**src/rtl/abs_encoder_multi.sv**
```systemverilog
// Multi-device AD7606-class parallel-bus reader: trigger-started conversion, per-device CS readout,
// atomic frame publish. Optional BUSY timeout is built only when ABSENC_TIMEOUT_EN is defined.
module abs_encoder_multi #(
  parameter int NUM_DEV     = 2,
  parameter int CH_PER_DEV  = 8,
  parameter int DATA_W      = 16,
  parameter int RST_CYC     = 8,
  parameter int CONV_LOW    = 5,
  parameter int CS_LOW      = 1,
  parameter int CS_HIGH     = 1,
  parameter int TIMEOUT_CYC = 4096
) (
  input  logic                                 clk,
  input  logic                                 rst_n,
  input  logic                                 trig,
  input  logic                                 busy,
  input  logic [DATA_W-1:0]                    data_in,
  input  logic                                 clr_err,
  output logic                                 convst,
  output logic                                 enc_rst,
  output logic [NUM_DEV-1:0]                   cs_n,
  output logic [NUM_DEV*CH_PER_DEV*DATA_W-1:0] data_out,
  output logic                                 frame_valid,
  output logic [15:0]                          frame_cnt,
  output logic                                 overrun,
  output logic                                 err_timeout,
  output logic                                 rd_active
);

  localparam int NW    = NUM_DEV * CH_PER_DEV;
  localparam int FW    = NW * DATA_W;
  localparam int DEV_W = (NUM_DEV > 1) ? $clog2(NUM_DEV) : 1;
  localparam int CH_W  = (CH_PER_DEV > 1) ? $clog2(CH_PER_DEV) : 1;
  localparam int K_W   = (NW > 1) ? $clog2(NW) : 1;
  localparam int CNT_W = $clog2(RST_CYC + CONV_LOW + CS_LOW + CS_HIGH + TIMEOUT_CYC + 1);

  typedef enum logic [2:0] {
    S_RST_HOLD, S_IDLE, S_CONV, S_WAIT, S_READ, S_DONE
  } state_t;

  state_t            state_q, state_d;
  logic [CNT_W-1:0]  cnt_q, cnt_d;
  logic [DEV_W-1:0]  dev_q, dev_d;
  logic [CH_W-1:0]   ch_q, ch_d;
  logic              ph_q, ph_d;        // 0: cs low phase, 1: cs high phase
  logic [FW-1:0]     shadow_q, shadow_d;
  logic [FW-1:0]     data_out_q, data_out_d;
  logic              fv_q, fv_d;
  logic [15:0]       fcnt_q, fcnt_d;
  logic              ovr_q, ovr_d;
  logic              trig_meta_q, trig_sync_q, trig_prev_q;
  logic              busy_meta_q, busy_sync_q, busy_prev_q;
  logic              trig_rise, busy_fall, last_word, ovr_set;
  logic [K_W-1:0]    k;

  // trig is a level request: only its synchronised rising edge matters, no ready/ack is returned.
  // frame_valid is a one-cycle strobe with no backpressure; data_out holds until the next frame.
  assign trig_rise = trig_sync_q & ~trig_prev_q;
  assign busy_fall = ~busy_sync_q & busy_prev_q;
  assign last_word = (dev_q == DEV_W'(NUM_DEV - 1)) && (ch_q == CH_W'(CH_PER_DEV - 1));
  assign k         = K_W'(int'(dev_q) * CH_PER_DEV + int'(ch_q));
  assign ovr_set   = trig_rise && (state_q == S_CONV || state_q == S_WAIT ||
                                   state_q == S_READ || state_q == S_DONE);

`ifdef ABSENC_TIMEOUT_EN
  logic tmo_q, tmo_d, tmo_set;
`endif

  always_comb begin
    state_d    = state_q;
    cnt_d      = cnt_q;
    dev_d      = dev_q;
    ch_d       = ch_q;
    ph_d       = ph_q;
    shadow_d   = shadow_q;
    data_out_d = data_out_q;
    fv_d       = 1'b0;
    fcnt_d     = fcnt_q;
`ifdef ABSENC_TIMEOUT_EN
    tmo_set    = 1'b0;
`endif
    case (state_q)
      S_RST_HOLD: begin
        if (cnt_q == CNT_W'(RST_CYC - 1)) begin
          state_d = S_IDLE;
          cnt_d   = '0;
        end else begin
          cnt_d = cnt_q + 1'b1;
        end
      end
      S_IDLE: begin
        if (trig_rise) begin
          state_d = S_CONV;
          cnt_d   = '0;
        end
      end
      S_CONV: begin
        if (cnt_q == CNT_W'(CONV_LOW - 1)) begin
          state_d = S_WAIT;
          cnt_d   = '0;
        end else begin
          cnt_d = cnt_q + 1'b1;
        end
      end
      S_WAIT: begin
        if (busy_fall) begin
          state_d = S_READ;
          cnt_d   = '0;
          dev_d   = '0;
          ch_d    = '0;
          ph_d    = 1'b0;
        end
`ifdef ABSENC_TIMEOUT_EN
        else if (cnt_q == CNT_W'(TIMEOUT_CYC - 1)) begin
          state_d = S_IDLE;
          cnt_d   = '0;
          tmo_set = 1'b1;
        end else begin
          cnt_d = cnt_q + 1'b1;
        end
`endif
      end
      S_READ: begin
        if (!ph_q) begin
          if (cnt_q == CNT_W'(CS_LOW - 1)) begin
            shadow_d[int'(k)*DATA_W +: DATA_W] = data_in;
            ph_d  = 1'b1;
            cnt_d = '0;
          end else begin
            cnt_d = cnt_q + 1'b1;
          end
        end else if (cnt_q == CNT_W'(CS_HIGH - 1)) begin
          cnt_d = '0;
          ph_d  = 1'b0;
          if (last_word) begin
            // publish on DONE entry so strobe, data and count change together
            state_d    = S_DONE;
            data_out_d = shadow_q;
            fv_d       = 1'b1;
            fcnt_d     = fcnt_q + 1'b1;
          end else if (ch_q == CH_W'(CH_PER_DEV - 1)) begin
            ch_d  = '0;
            dev_d = dev_q + 1'b1;
          end else begin
            ch_d = ch_q + 1'b1;
          end
        end else begin
          cnt_d = cnt_q + 1'b1;
        end
      end
      S_DONE:  state_d = S_IDLE;
      default: state_d = S_RST_HOLD;
    endcase

    ovr_d = ovr_q;
    if (clr_err) ovr_d = 1'b0;
    if (ovr_set) ovr_d = 1'b1;
`ifdef ABSENC_TIMEOUT_EN
    tmo_d = tmo_q;
    if (clr_err) tmo_d = 1'b0;
    if (tmo_set) tmo_d = 1'b1;
`endif
  end

  always_ff @(posedge clk or negedge rst_n) begin
    if (!rst_n) begin
      state_q     <= S_RST_HOLD;
      cnt_q       <= '0;
      dev_q       <= '0;
      ch_q        <= '0;
      ph_q        <= 1'b0;
      shadow_q    <= '0;
      data_out_q  <= '0;
      fv_q        <= 1'b0;
      fcnt_q      <= '0;
      ovr_q       <= 1'b0;
      trig_meta_q <= 1'b0;
      trig_sync_q <= 1'b0;
      trig_prev_q <= 1'b0;
      busy_meta_q <= 1'b0;
      busy_sync_q <= 1'b0;
      busy_prev_q <= 1'b0;
    end else begin
      state_q     <= state_d;
      cnt_q       <= cnt_d;
      dev_q       <= dev_d;
      ch_q        <= ch_d;
      ph_q        <= ph_d;
      shadow_q    <= shadow_d;
      data_out_q  <= data_out_d;
      fv_q        <= fv_d;
      fcnt_q      <= fcnt_d;
      ovr_q       <= ovr_d;
      trig_meta_q <= trig;
      trig_sync_q <= trig_meta_q;
      trig_prev_q <= trig_sync_q;
      busy_meta_q <= busy;
      busy_sync_q <= busy_meta_q;
      busy_prev_q <= busy_sync_q;
    end
  end

`ifdef ABSENC_TIMEOUT_EN
  always_ff @(posedge clk or negedge rst_n) begin
    if (!rst_n) tmo_q <= 1'b0;
    else        tmo_q <= tmo_d;
  end
  assign err_timeout = tmo_q;
`else
  assign err_timeout = 1'b0;
`endif

  always_comb begin
    cs_n = '1;
    if (state_q == S_READ && !ph_q) cs_n[dev_q] = 1'b0;
  end

  assign enc_rst     = (state_q == S_RST_HOLD);
  assign convst      = (state_q != S_CONV);
  assign rd_active   = (state_q == S_CONV) || (state_q == S_WAIT) || (state_q == S_READ);
  assign data_out    = data_out_q;
  assign frame_valid = fv_q;
  assign frame_cnt   = fcnt_q;
  assign overrun     = ovr_q;

endmodule

```
**config.mk**
```make
export PLATFORM = sky130hd
export DESIGN_NAME = abs_encoder_multi
export DESIGN_NICKNAME = d
export VERILOG_FILES = /design/src/rtl/abs_encoder_multi.sv
export SDC_FILE = /design/constraint.sdc
export NUM_CORES = 1
export LEC_CHECK = 0
export ABC_CLOCK_PERIOD_IN_PS = 4700
export BUFFER_PORTS_ARGS = -buffer_cell sky130_fd_sc_hd__buf_2
export CAP_MARGIN = 20
export CELL_PAD_IN_SITES_DETAIL_PLACEMENT = 0
export CELL_PAD_IN_SITES_GLOBAL_PLACEMENT = 1
export CORE_MARGIN = 2
export CORE_UTILIZATION = 35
export CTS_CLUSTER_SIZE = 16
export DETAILED_ROUTE_END_ITERATION = 8
export PLACE_DENSITY_LB_ADDON = 0.1
export SETUP_SLACK_MARGIN = 0.05
export SLEW_MARGIN = 20
export SYNTH_ARGS = -nofsm -noshare
export SYNTH_HDL_FRONTEND = slang
export SYNTH_SLANG_ARGS = --single-unit
```
**constraint.sdc**
```tcl
create_clock -name clk -period 4.7 [get_ports clk]
set_input_delay 0.94 -clock clk [delete_from_list [all_inputs] [get_ports clk]]
set_output_delay 0.94 -clock clk [all_outputs]
set_load 0.005 [all_outputs]
```
After elaboration in Yosys (flattened, before gate mapping)
Index checks and enable logic that the tools add are counted.

word-level totals
  latch bits = 0
  logic and storage cells = 110
  bits in read-only memories = 0
  memories = 0
  RAM bits = 0
  bits of input ports = 21
  flip-flop bits (word level) = 557
  output and inout port bits = 280

operators by class
  add/sub/neg operators = 6
  bitwise logic cells = 6
  div/mod/pow operators = 0
  order comparisons = 2
  shift-type cells = 2
  reduce and logical (&&, ||, !) cells = 20
  eq/ne operators = 18
  multipliers = 0
  multiplexer cells = 40

operator list
  kind                         count
  $bwmux W256                  1
  $shift A16 B33 Y256 const A  1
  $shiftx A16 B33 Y256         1
  $mux W13                     5
  $pmux W13 S5                 1
  $mux W3                      12
  $neg A8 Y33                  1
  $eq A13 B3 Y1 const B        2
  $pmux W3 S6                  1
  $add A16 B1 Y16 const B      1
  $ne A2 B2 Y1 const B         8
  $mux W1                      15
  $add A13 B1 Y13 const B      1
  $logic_not A13 Y1            1
  $eq A3 B3 Y1 const B         3
  $reduce_and A7 Y1            1
  $eq A3 B2 Y1 const B         2
  $pmux W3 S2                  1
  $reduce_and A3 Y1            2
  $reduce_and A6 Y1            1
  $reduce_and A5 Y1            1
  $reduce_bool A5 Y1           1
  $add A4 B3 Y4                1
  $logic_and A1 B1 Y1          4
  19 further kinds             26

Longest topological paths before layout
Gate-level depths: netlist (run 1).

  depth in word-level cells = 6
  depth in mapped cells = 12
  gate-level depth less buffers = 10

Least setup slack after synthesis (run 1)
Ideal clock, no wire load.

  path type = reg2reg
  start = reg cnt_q[5]
  end = reg shadow_q[232]
  data arrival time = 2.748 ns
  path buffers = 3
  setup time = 0.125 ns
  period minus slack after synthesis = 2.872 ns
  cell stages (with the launch flop) = 12
  data required time = 4.575 ns
  path slack = 1.828 ns
  path through = dfrtp_1 > clkbuf_1 > nor4_1 > nand3_1 > nor2_1 > ha_1 > nand4bb_1 > or4_1 > a211o_1 > buf_2 > buf_2 > mux2_2

between the ends
  cells in the longest elaborated chain, start to end = 2

ends and longest elaborated chain
  what                         line  RTL
  from (decl)                  42    logic [CNT_W-1:0] cnt_q, cnt_d;
  from (signal assigned)       185   cnt_q <= cnt_d;
  $logic_not A13 Y1            125   if (cnt_q == CNT_W'(CS_LOW - 1)) begin
  $reduce_and A3 Y1 (no line)  --
  to (signal assigned)         189   shadow_q <= shadow_d;
  to (decl)                    46    logic [FW-1:0] shadow_q, shadow_d;

Every way passes these cells.
A chain may end at the register's enable or synchronous reset.

Worst setup path after layout (run 1)
  start = reg cnt_q[7]
  end = reg shadow_q[201]

Same word-level chain as after synthesis.

==> metrics.md, run 1 <==
| Metric | Value |
|---|---|
| Nets | ~2200 |
| DR WL/cell | 21.25 um |
| Main synth FF type | dfrtp_1 |
| Power per Cell Area | about 400 nW/um2 |
| Setup Total Neg Slack | 0 ns |
| Hold Slack | between 0.3 and 0.4 ns |
| RSZ-0062 raised after global routing | no |
| Crit path capture type | flop |
| CTS tree | yes |
| Initial core utilization | 35.26% |
| Clock sinks | 557 |
| Initial antenna violation count | 5 |
| Register Area | 13940 um2 |
| Placed Cells incl. Taps | between 2000 and 3000 |
| Period utilization | between 80% and 90% |
| Yosys warnings | 0 |
| Startpoint Class | flop |
| PortBufs | approximately 300 |
| IO Pins | 301 |
| Grt ovf | 0 |
| Final hold violation count | 0 |
| Most frequent cells after synthesis | dfrtp_1, nand2_1, mux2_2 |
| Worst vdd rail ir drop | 275.5 uV |
| Setup violations, final | 0 |
| RePlAce Congestion | 0.7689 |
| Die height | 255.6 um |
| DRT iter0 DRCs | 908 |
| Worst path most repeated cell | or4_1 |
| Die W | 255.6 um |
| Share of flip-flops with an asynchronous set or reset | 100.0% |
| Rows | 92 |
| Register area share after synthesis | 62.89% |
| Hold buffers post-CTS | 0 |
| First-pass GRT wire length | 98650 um |
| First-pass DRT Iterations | 5 |
| Pin count of the biggest net entering global routing | 89 |
| Critical path's largest stage delay | ~0.89 ns |
| Clk buf depth | 3 |
| Die area | roughly 65000 um2 |
| Fmax | between 0.2 and 0.3 GHz |
| Filler Cell Count | about 6000 |
| GRT Util Overall | between 10% and 20% |
| Critical Path Slowest Stage Cell | or4_1 |
| Mapped Area | ~22000 um2 |
| Post-route DRC | 0 |
| Drt total wl | 64120 um |
| Syn_nets | 1884 |
| Leak pwr | 13.44 nW |
| Area growth syn-to-layout | 20.15% |
| # Max-Cap Violations | 0 |
| CP cell instances | nor4_1 -> nand3_1 -> nor2_1 -> ha_1 -> nand4bb_1 -> or4_1 -> or4_1 -> nand2_1 -> o21ai_0 |
| Post-synth EDFFs | 0 |
| Clock Skew | 0.01450 ns |
| Critical-path maximum fanout | 32 |
| Synth Register Bits | 557 |
| Worst R2R Start | cnt_q[7] |
| Clk_lat worst skew | 0.62 ns |
| ANT cells | 0 |
| Max Slew Vio Count | 0 |
| Area leader, netlist | dfrtp_1 |
| Avg Vias per Cell | a little under 5 |
| Run status | finished, final reports clean |
| Post-synth top area share | 62.89% |
| Core area | 62850 um2 |
| H-tree depth | 2 |
| Setup Buffers After CTS | 0 |
| Layout cells sized above 1 | roughly a third |
| Post-route ant nets | 0 |
| Cell variety after synth | 57 |
| Avg Inst Size Synth | ~12 um2 |
| Post-CTS sizing | 0 |
| Critical Setup Path Class | reg2reg |
| CTS root buf | clkbuf_16 |
| Detail Placement HPWL | 40250 um |
| Layout Cells excl Fill | 3018 |
| Slew HR | between 20% and 30% |
| Largest cells by area after synthesis | dfrtp_1, mux2_2, nand2_1 |
| Worst Max-Slew Pin Slew | 1.129 ns |
| HP Class | in2async |
| Fin crit period | between 3 and 4 ns |
| Clock transition at path regs | 0.06 ns |
| Multi-input gate area | 7657 um2 |
| Top-count cell post-synth | dfrtp_1 |
| Gate Count Post-Synth | 1855 |
| Critical Path RT | 5.15 ns |
| CTS Buf Count | 60 |
| Worst setup startpoint | cnt_q[7] |
| Number of global-route vias before repair | ~15000 |
| Worst Path Arrival | 4.36 ns |
| Vias | 14770 |
## placed cells by master, fill, tap and decap left out, types with 22 or more instances in the layout
cell / count
dfrtp_1: 557
nand2_1: 409
buf_2: 298
mux2_2: 297
o21ai_0: 145
nand3_1: 74
clkbuf_16: 61
o31ai_1: 33
inv_1: 27
buf_4: 25
nor2_1: 22
## registers in the layout, summed over array words and instances (netlist names)
register and cells:
busy_prev_q 1, dev_q 1, overrun 1, cnt_q 13, frame_cnt 16, busy_meta_q 1
state_q 3, busy_sync_q 1, trig_sync_q 1, ph_q 1, data_out 256, ch_q 3
trig_prev_q 1, frame_valid 1, shadow_q 256, trig_meta_q 1
## routing by layer
metal	part of all wire, %	track usage [%]	vias up	routed length [um]
met5	0	0	-	0
met4	1.5	3.899	0	963
met3	5.0	4.060	71	3225
met2	47	31.60	318	30080
met1	47	27.84	7493	29850
li1	-	-	6888	-
## final timing paths
path / end / slack [ns] / cells after the start
worst max-delay path: shadow_q[201] / 0.79 / 9
worst min-delay path: data_out[236] / 0.35 / 1
worst max register to register: shadow_q[201] / 0.79 / 9
worst min register to register: busy_sync_q / 0.35 / 0
max in group asynchronous: data_out[138] / 3.23 / 2
min in group clk: busy_sync_q / 0.35 / 0
## layout make-up
| class | count | share of cell area [%] |
|---|---|---|
| clock inverter | 19 | 0.7048 |
| inverter | 27 | 0.3806 |
| sequential | 557 | 52.34 |
| clock buffer | 89 | 6.728 |
| multi-input combinational | 1146 | 28.76 |
| timing repair buffer | 334 | 7.114 |
| tap | 846 | 3.975 |
## report_power, final
| group | internal, W | switching, W | total, W |
|---|---|---|---|
| clock network | 0.00278 | 0.00195 | 0.00473 |
| registers | 0.00491 | 0.000132 | 0.00504 |
| logic | 0.000273 | 0.000736 | 0.00101 |
| total | 0.00797 | 0.00282 | 0.0108 |
## cells by family (layout without fill, tap and decap cells)
kind of cell	Yosys count	count (layout)	share of synthesized area, %
flip-flops	557	557	62.89
AND/OR/NAND/NOR	588	588	11.47
XOR/XNOR	17	17	0.6718
adder cells (fa/ha/maj)	8	8	0.4516
AO/OA/AOI/OAI	225	225	5.882
other	1	1	0.01692
multiplexers	307	307	15.72
buffers and inverters	152	469	2.902
## worst max-delay path, delay by kind of cell (launching register included)
kind | cells | cell delay (ns)
simple gates | 7 | 3.01
flops | 1 | 0.42
fa+ha+maj | 1 | 0.19
compound gates | 1 | 0.10
## metrics by stage
stage	area [um2]	util (%)	worst slack, ns	total power, W
2_1_floorplan	22160	-	1.828	0.005678
3_3_place_gp	24650	39.22	0.8779	0.006141
3_5_place_dp	24650	39.22	0.8032	0.006154
4_1_cts	26630	42.37	0.7792	0.01095
5_1_grt	26630	42.37	0.4913	0.01129
6_report	26630	42.37	0.7882	0.01079
(Power assumes the default switching activity.)
==> run 2, diff against run 1 <==
- ABC_CLOCK_PERIOD_IN_PS: 4700 -> 3800
- clock period: 4.7 -> 3.8 ns (I/O delays scaled with it)
==> run 2 against run 1 <==
Effect of this change: global-route usage fell by 0.14 points; clock skew rose by 0.0092 ns; non-clock buffer count rose by 18; register-to-register slack got worse by 0.38 ns; critical path type unchanged; critical endpoint is now shadow_q[224]; largest cell class unchanged.
==> metrics.md, run 2 (synthesis results as in run 1) <==
| Metric | Value |
|---|---|
| Run status | finished, final reports clean (unchanged) |
| DRT iter0 DRCs | 875 (was 908) |
| Clock transition at path regs | 0.06 ns (about the same) |
| RePlAce Congestion | 0.7807 (was 0.7689) |
| DP Worst Slack | 0.4509 ns (was 0.8032 ns) |
| H-tree depth | 2 (unchanged) |
| Worst Max-Slew Pin Slew | 1.035 ns (was 1.129 ns) |
| Vias | 14800 (was 14770) |
| Fin util | 42.38% (was 42.37%) |
| Post-CTS sizing | 0 (unchanged) |
| Area growth syn-to-layout | 20.17% (was 20.15%) |
| DR WL/cell | 20.99 um (was 21.25 um) |
| Drt total wl | 63660 um (was 64120 um) |
| Grt ovf | 0 (unchanged) |
| Worst Path Arrival | 3.88 ns (was 4.36 ns) |
| Design area | 26630 um2 (about the same) |
| CTS root buf | clkbuf_16 (unchanged) |
| Layout cells sized above 1 | 34.31% (was 34.53%) |
| Power per Cell Area | 490.0 nW/um2 (was 405.2 nW/um2) |
| GRT Util Overall | 19.58% (was 19.73%) |
| Core area | 62850 um2 (unchanged) |
| Fin crit period | 3.395 ns (was 3.912 ns) |
| Period utilization | 89.34% (was 83.23%) |
| Setup slack after layout | 0.4050 ns (was 0.7882 ns) |
| Fmax | 0.2946 GHz (was 0.2556 GHz) |
| Initial antenna violation count | 4 (was 5) |
| Leading cell type in the layout, fill and taps excluded | dfrtp_1 (unchanged) |
| Most frequent cells in the layout | dfrtp_1, nand2_1, buf_2 (unchanged) |
| PortBufs | 299 (unchanged) |
| Final hold violation count | 0 (unchanged) |
| First-pass DRT Iterations | 5 (unchanged) |
| CP top delay family | simple AND/OR/NAND/NOR gates (unchanged) |
| Clk buf depth | 3 (unchanged) |
| # Max-Cap Violations | 0 (unchanged) |
| Max Slew Vio Count | 0 (unchanged) |
| First-pass GRT wire length | 98420 um (was 98650 um) |
| Critical Path RT | 4.28 ns (was 5.15 ns) |
| Post-route DRC | 0 (unchanged) |
| CP bufs+invs | 0 (unchanged) |
| CP cell instances | nor4_1 -> nand3_1 -> nor2_1 -> ha_1 -> nand4bb_1 -> or4_1 -> a211o_1 -> mux2_2 (was nor4_1 -> nand3_1 -> nor2_1 -> ha_1 -> nand4bb_1 -> or4_1 -> or4_1 -> nand2_1 -> o21ai_0) |
| Die height | 255.6 um (unchanged) |
| Dpl cell area | 24800 um2 (was 24650 um2) |
| Critical Path Slowest Stage Cell | a211o_1 (was or4_1) |
| Pin count of the biggest net entering global routing | 75 (was 89) |
| Nets | 2173 (was 2155) |
| Slew HR | 30.60% (was 24.50%) |
| IO Pins | 301 (unchanged) |
| Critical-path maximum fanout | 17 (was 32) |
| Crit path capture type | flop (unchanged) |
| Worst vdd rail ir drop | 365.6 uV (was 275.5 uV) |
| Die W | 255.6 um (unchanged) |
| Post-route ant nets | 0 (unchanged) |
| Hold buffers post-CTS | 0 (unchanged) |
| Rows | 92 (unchanged) |
| Clk_lat worst skew | 0.62 ns (about the same) |
| Avg Vias per Cell | 4.881 (was 4.894) |
| Critical path's largest stage delay | 0.57 ns (was 0.89 ns) |
| Detail Placement HPWL | 41030 um (was 40250 um) |
| RSZ-0062 raised after global routing | no (unchanged) |
| Setup violations, final | 0 (unchanged) |
| ANT cells | 0 (unchanged) |
| CTS Buf Count | 60 (unchanged) |
| Die area | 65350 um2 (unchanged) |
| Critical Setup Path Class | reg2reg (unchanged) |
| Filler Cell Count | 6049 (was 5988) |
| Startpoint Class | flop (unchanged) |
| Hold Slack | 0.1276 ns (was 0.3501 ns) |
| Setup Total Neg Slack | 0 ns (unchanged) |
| Leak pwr | 13.45 nW (was 13.44 nW) |
| Clock Skew | 0.02367 ns (was 0.01450 ns) |
| HP Class | in2async (unchanged) |
| Initial core utilization | 35.26% (unchanged) |
| Number of global-route vias before repair | 15120 (about the same) |
| Clock sinks | 557 (unchanged) |
| Setup Buffers After CTS | 0 (unchanged) |
| CTS tree | yes (unchanged) |
-- run 2: cell types whose count changed in the layout (fill, tap and decap cells not counted), sizes merged --
| cell | before | now |
|---|---|---|
| clkinv | 14 | 4 |
| buf | 334 | 352 |
| clkbuf | 89 | 99 |
| clkinvlp | 1 | 0 |
| bufinv | 3 | 0 |
-- run 2: layout make-up --
cell class / count / area (um2) / share of cell area, %
sequential: 557 / 13940 / 52.33
clock inverter: 5 / 40.04 / 0.1503
clock buffer: 99 / 1799 / 6.755
multi-input combinational: 1146 / 7655 / 28.74
inverter: 27 / 101.3 / 0.3805
timing repair buffer: 352 / 2042 / 7.667
tap: 846 / 1059 / 3.974
-- run 2: power by group --
part           leakage [nW]  total, W  switching, W  internal, W
Sequential             6.58   0.00618      0.000105      0.00608
Combinational          5.96   0.00133      0.000960     0.000365
Clock                 0.900   0.00554       0.00235      0.00319
-- run 2: layer usage --
layer | global-route usage, % | wire length, um | up-vias | share of wire [%]
met5 | 0 | 0 | - | 0
li1 | - | - | 6911 | -
met1 | 27.57 | 29520 | 7492 | 46
met2 | 32.27 | 30580 | 318 | 48
met4 | 4.256 | 1043 | 0 | 1.6
met3 | 2.733 | 2506 | 77 | 3.9
-- run 2: worst paths after layout --
| kind | from | end | slack (ns) | cells past startpoint |
|---|---|---|---|---|
| worst max register to register | cnt_q[7] | shadow_q[224] | 0.40 | 8 |
| max in group asynchronous | rst_n | data_out[178] | 2.62 | 3 |
| worst max-delay path | cnt_q[7] | shadow_q[224] | 0.40 | 8 |
| worst min register to register | busy_meta_q | busy_sync_q | 0.35 | 0 |
| worst min-delay path | rst_n | data_out[248] | 0.13 | 1 |
| min in group clk | trig | trig_meta_q | 0.26 | 1 |
-- run 2: stage by stage --
step	power, W	cells
floorplan	0.007023	1855
global placement	0.007621	2928
detailed placement	0.007635	2928
CTS	0.01325	3032
global route	0.01364	3032
finish	0.01305	3032
==> run 3, diff against run 2 <==
- ABC_AREA: unset -> 1
- BUFFER_PORTS_ARGS: -buffer_cell sky130_fd_sc_hd__buf_2 -> -buffer_cell sky130_fd_sc_hd__buf_4
==> run 3 against run 2 <==
Effect of this change: die area up 5.1%; via count grew 28%; hold slack worse by 0.043 ns; synthesized cell count up 47%; register-to-register slack gained 0.42 ns; sequential cell count did not move; critical endpoint is now shadow_q[212]; largest cell class unchanged; highest routed layer is now met5.
==> metrics.md, run 3 <==
| Metric | Value |
|---|---|
| Detail Placement HPWL | 49830 um (was 41030 um) |
| CTS root buf | clkbuf_16 (unchanged) |
| Share of flip-flops with an asynchronous set or reset | 100.0% (unchanged) |
| Post-synth EDFFs | 0 (unchanged) |
| Uppermost routed layer | met5 (was met4) |
| Initial antenna violation count | 1 (was 4) |
| Layout cells sized above 1 | 16.22% (was 34.31%) |
| Worst Max-Slew Pin Slew | 1.030 ns (was 1.035 ns) |
| Dpl cell area | 26360 um2 (was 24800 um2) |
| M1 wire length | 34370 um (was 29520 um) |
| Vias | 19000 (was 14800) |
| Multi-input gate area | 8149 um2 (was 7655 um2) |
| Fin crit period | 2.979 ns (was 3.395 ns) |
| Avg Vias per Cell | 4.913 (was 4.881) |
| Clock Skew | 0.02578 ns (was 0.02367 ns) |
| Drt total wl | 75620 um (was 63660 um) |
| Avg Inst Size Synth | 8.548 um2 (was 11.95 um2) |
| IO Pins | 301 (unchanged) |
| Period utilization | 78.39% (was 89.34%) |
| Design area | 28460 um2 (was 26630 um2) |
| Area leader, netlist | dfrtp_1 (unchanged) |
| ANT cells | 0 (unchanged) |
| Register Area | 13940 um2 (unchanged) |
| DR WL/cell | 19.56 um (was 20.99 um) |
| CTS Buf Count | 60 (unchanged) |
| Synth Register Bits | 557 (unchanged) |
| CP cell instances | inv_1 -> nand2_1 -> nor2_1 -> nand2_1 -> inv_1 -> ha_1 -> nand2_4 -> nor2_4 -> nand2_1 -> nor2_2 -> inv_1 -> nand2_1 -> o21ai_0 (was nor4_1 -> nand3_1 -> nor2_1 -> ha_1 -> nand4bb_1 -> or4_1 -> a211o_1 -> mux2_2) |
| Gate Count Post-Synth | 2727 (was 1855) |
| HP Class | in2async (unchanged) |
| Clock transition at path regs | 0.06 ns (about the same) |
| Setup Buffers After CTS | 0 (unchanged) |
| Fin util | 43.20% (was 42.38%) |
| Setup Total Neg Slack | 0 ns (unchanged) |
| Largest cells by area after synthesis | dfrtp_1, nand2_1, o21ai_0 (was dfrtp_1, mux2_2, nand2_1) |
| Core area | 65860 um2 (was 62850 um2) |
| Worst vdd rail ir drop | 358.1 uV (was 365.6 uV) |
| Power per Cell Area | 505.8 nW/um2 (was 490.0 nW/um2) |
| GRT Util Overall | 21.95% (was 19.58%) |
| Rows | 94 (was 92) |
| Die W | 262.1 um (was 255.6 um) |
| H-tree depth | 2 (unchanged) |
| Fmax | 0.3357 GHz (was 0.2946 GHz) |
| Clk buf depth | 3 (unchanged) |
| Run status | finished, final reports clean (unchanged) |
| Clk_lat worst skew | 0.63 ns (was 0.62 ns) |
| Pin count of the biggest net entering global routing | 194 (was 75) |
| Leak pwr | 14.67 nW (was 13.45 nW) |
| Area growth syn-to-layout | 22.08% (was 20.17%) |
| Met3 WL post-DR | 3547 um (was 2506 um) |
| RSZ-0062 raised after global routing | no (unchanged) |
| First-pass DRT Iterations | 5 (unchanged) |
| Filler Cell Count | 6627 (was 6049) |
| First-pass GRT wire length | 115400 um (was 98420 um) |
| Hold Slack | 0.08442 ns (was 0.1276 ns) |
| Final hold violation count | 0 (unchanged) |
| Die area | 68680 um2 (was 65350 um2) |
| Met2 wire length | 35950 um (was 30580 um) |
| Critical path's largest stage delay | 0.42 ns (was 0.57 ns) |
| Most frequent cells in the layout | nand2_1, dfrtp_1, buf_4 (was dfrtp_1, nand2_1, buf_2) |
| CP top delay family | simple AND/OR/NAND/NOR gates (unchanged) |
| RePlAce Congestion | 0.8280 (was 0.7807) |
| Setup violations, final | 0 (unchanged) |
| Clock sinks | 557 (unchanged) |
| Worst path most repeated cell | nand2_1 |
| Most frequent cells after synthesis | nand2_1, dfrtp_1, o21ai_0 (was dfrtp_1, nand2_1, mux2_2) |
| PortBufs | 299 (unchanged) |
| Mapped Area | 23310 um2 (was 22160 um2) |
| Post-route ant nets | 0 (unchanged) |
| Cell variety after synth | 35 (was 57) |
| Syn_nets | 2756 (was 1884) |
| Main synth FF type | dfrtp_1 (unchanged) |
| Leading cell type in the layout, fill and taps excluded | nand2_1 (was dfrtp_1) |
| Critical Path Slowest Stage Cell | dfrtp_1 (was a211o_1) |
| DRT iter0 DRCs | 1472 (was 875) |
| Critical-path maximum fanout | 20 (was 17) |
| # Max-Cap Violations | 0 (unchanged) |
| Worst Path Arrival | 3.46 ns (was 3.88 ns) |
| Crit path capture type | flop (unchanged) |
| Post-CTS sizing | 0 (unchanged) |
| Die height | 262.1 um (was 255.6 um) |
| Nets | 2981 (was 2173) |
| Top-count cell post-synth | nand2_1 (was dfrtp_1) |
| Grt ovf | 0 (unchanged) |
| Startpoint Class | flop (unchanged) |
| Number of global-route vias before repair | 18710 (was 15120) |
| Yosys warnings | 0 (unchanged) |
| Post-route DRC | 0 (unchanged) |
| Critical Path RT | 4.28 ns (about the same) |
| Post-synth top area share | 59.80% (was 62.89%) |
| CP bufs+invs | 3 (was 0) |
| Max Slew Vio Count | 0 (unchanged) |
| Initial core utilization | 35.39% (was 35.26%) |
| Hold buffers post-CTS | 0 (unchanged) |
| Register area share after synthesis | 59.80% (was 62.89%) |
| Slew HR | 31.15% (was 30.60%) |
| CTS tree | yes (unchanged) |
| Critical Setup Path Class | reg2reg (unchanged) |
## run 3: cell type report
class                   count  area share [%]
flip-flops and latches    557           48.98
multi-input cells        1860           28.64
repair buffers            341           9.418
clock buffers              88           6.248
well taps                 864           3.799
inverters                 132           1.781
clock inverters            25           1.134
## run 3: logic make-up (layout without fill, tap and decap cells)
group                    after synthesis  count (layout)  synth area share [%]
buffers and inverters                310             586                 5.416
XOR/XNOR                              14              14                0.5260
flip-flops                           557             557                 59.80
other                                  1               1               0.01609
adder cells (fa/ha/maj)                8               8                0.4294
AO/OA/AOI/OAI                        311             311                 7.005
AND/OR/NAND/NOR                     1526            1526                 26.81
## run 3: metal layers
metal,up-vias,track usage [%]
met5,-,0
met4,2,5.665
met3,99,2.884
met2,460,35.77
met1,9280,30.95
li1,9158,-
## run 3: final timing paths
check | slack, ns | startpoint | to | cells after the start
min reg2reg | 0.35 | trig_meta_q | trig_sync_q | 0
min in group clk | 0.25 | trig | trig_meta_q | 1
min | 0.08 | rst_n | data_out[115] | 1
max reg2reg | 0.82 | cnt_q[8] | shadow_q[212] | 13
max in group asynchronous | 2.58 | rst_n | data_out[71] | 3
max | 0.82 | cnt_q[8] | shadow_q[212] | 13
## run 3: metrics by stage
stage	setup WS (ns)	cells	total power, W
floorplan	1.674	2727	0.007444
global placement	0.7621	3754	0.008286
detailed placement	0.8378	3754	0.008311
CTS	0.7989	3867	0.01456
global route	0.5071	3867	0.01500
finish	0.8212	3867	0.01439
## run 3: report_power, final
| group | switching (W) | internal [W] |
|---|---|---|
| Sequential | 0.0000935 | 0.00605 |
| Clock | 0.00248 | 0.00371 |
| Combinational | 0.00166 | 0.000397 |
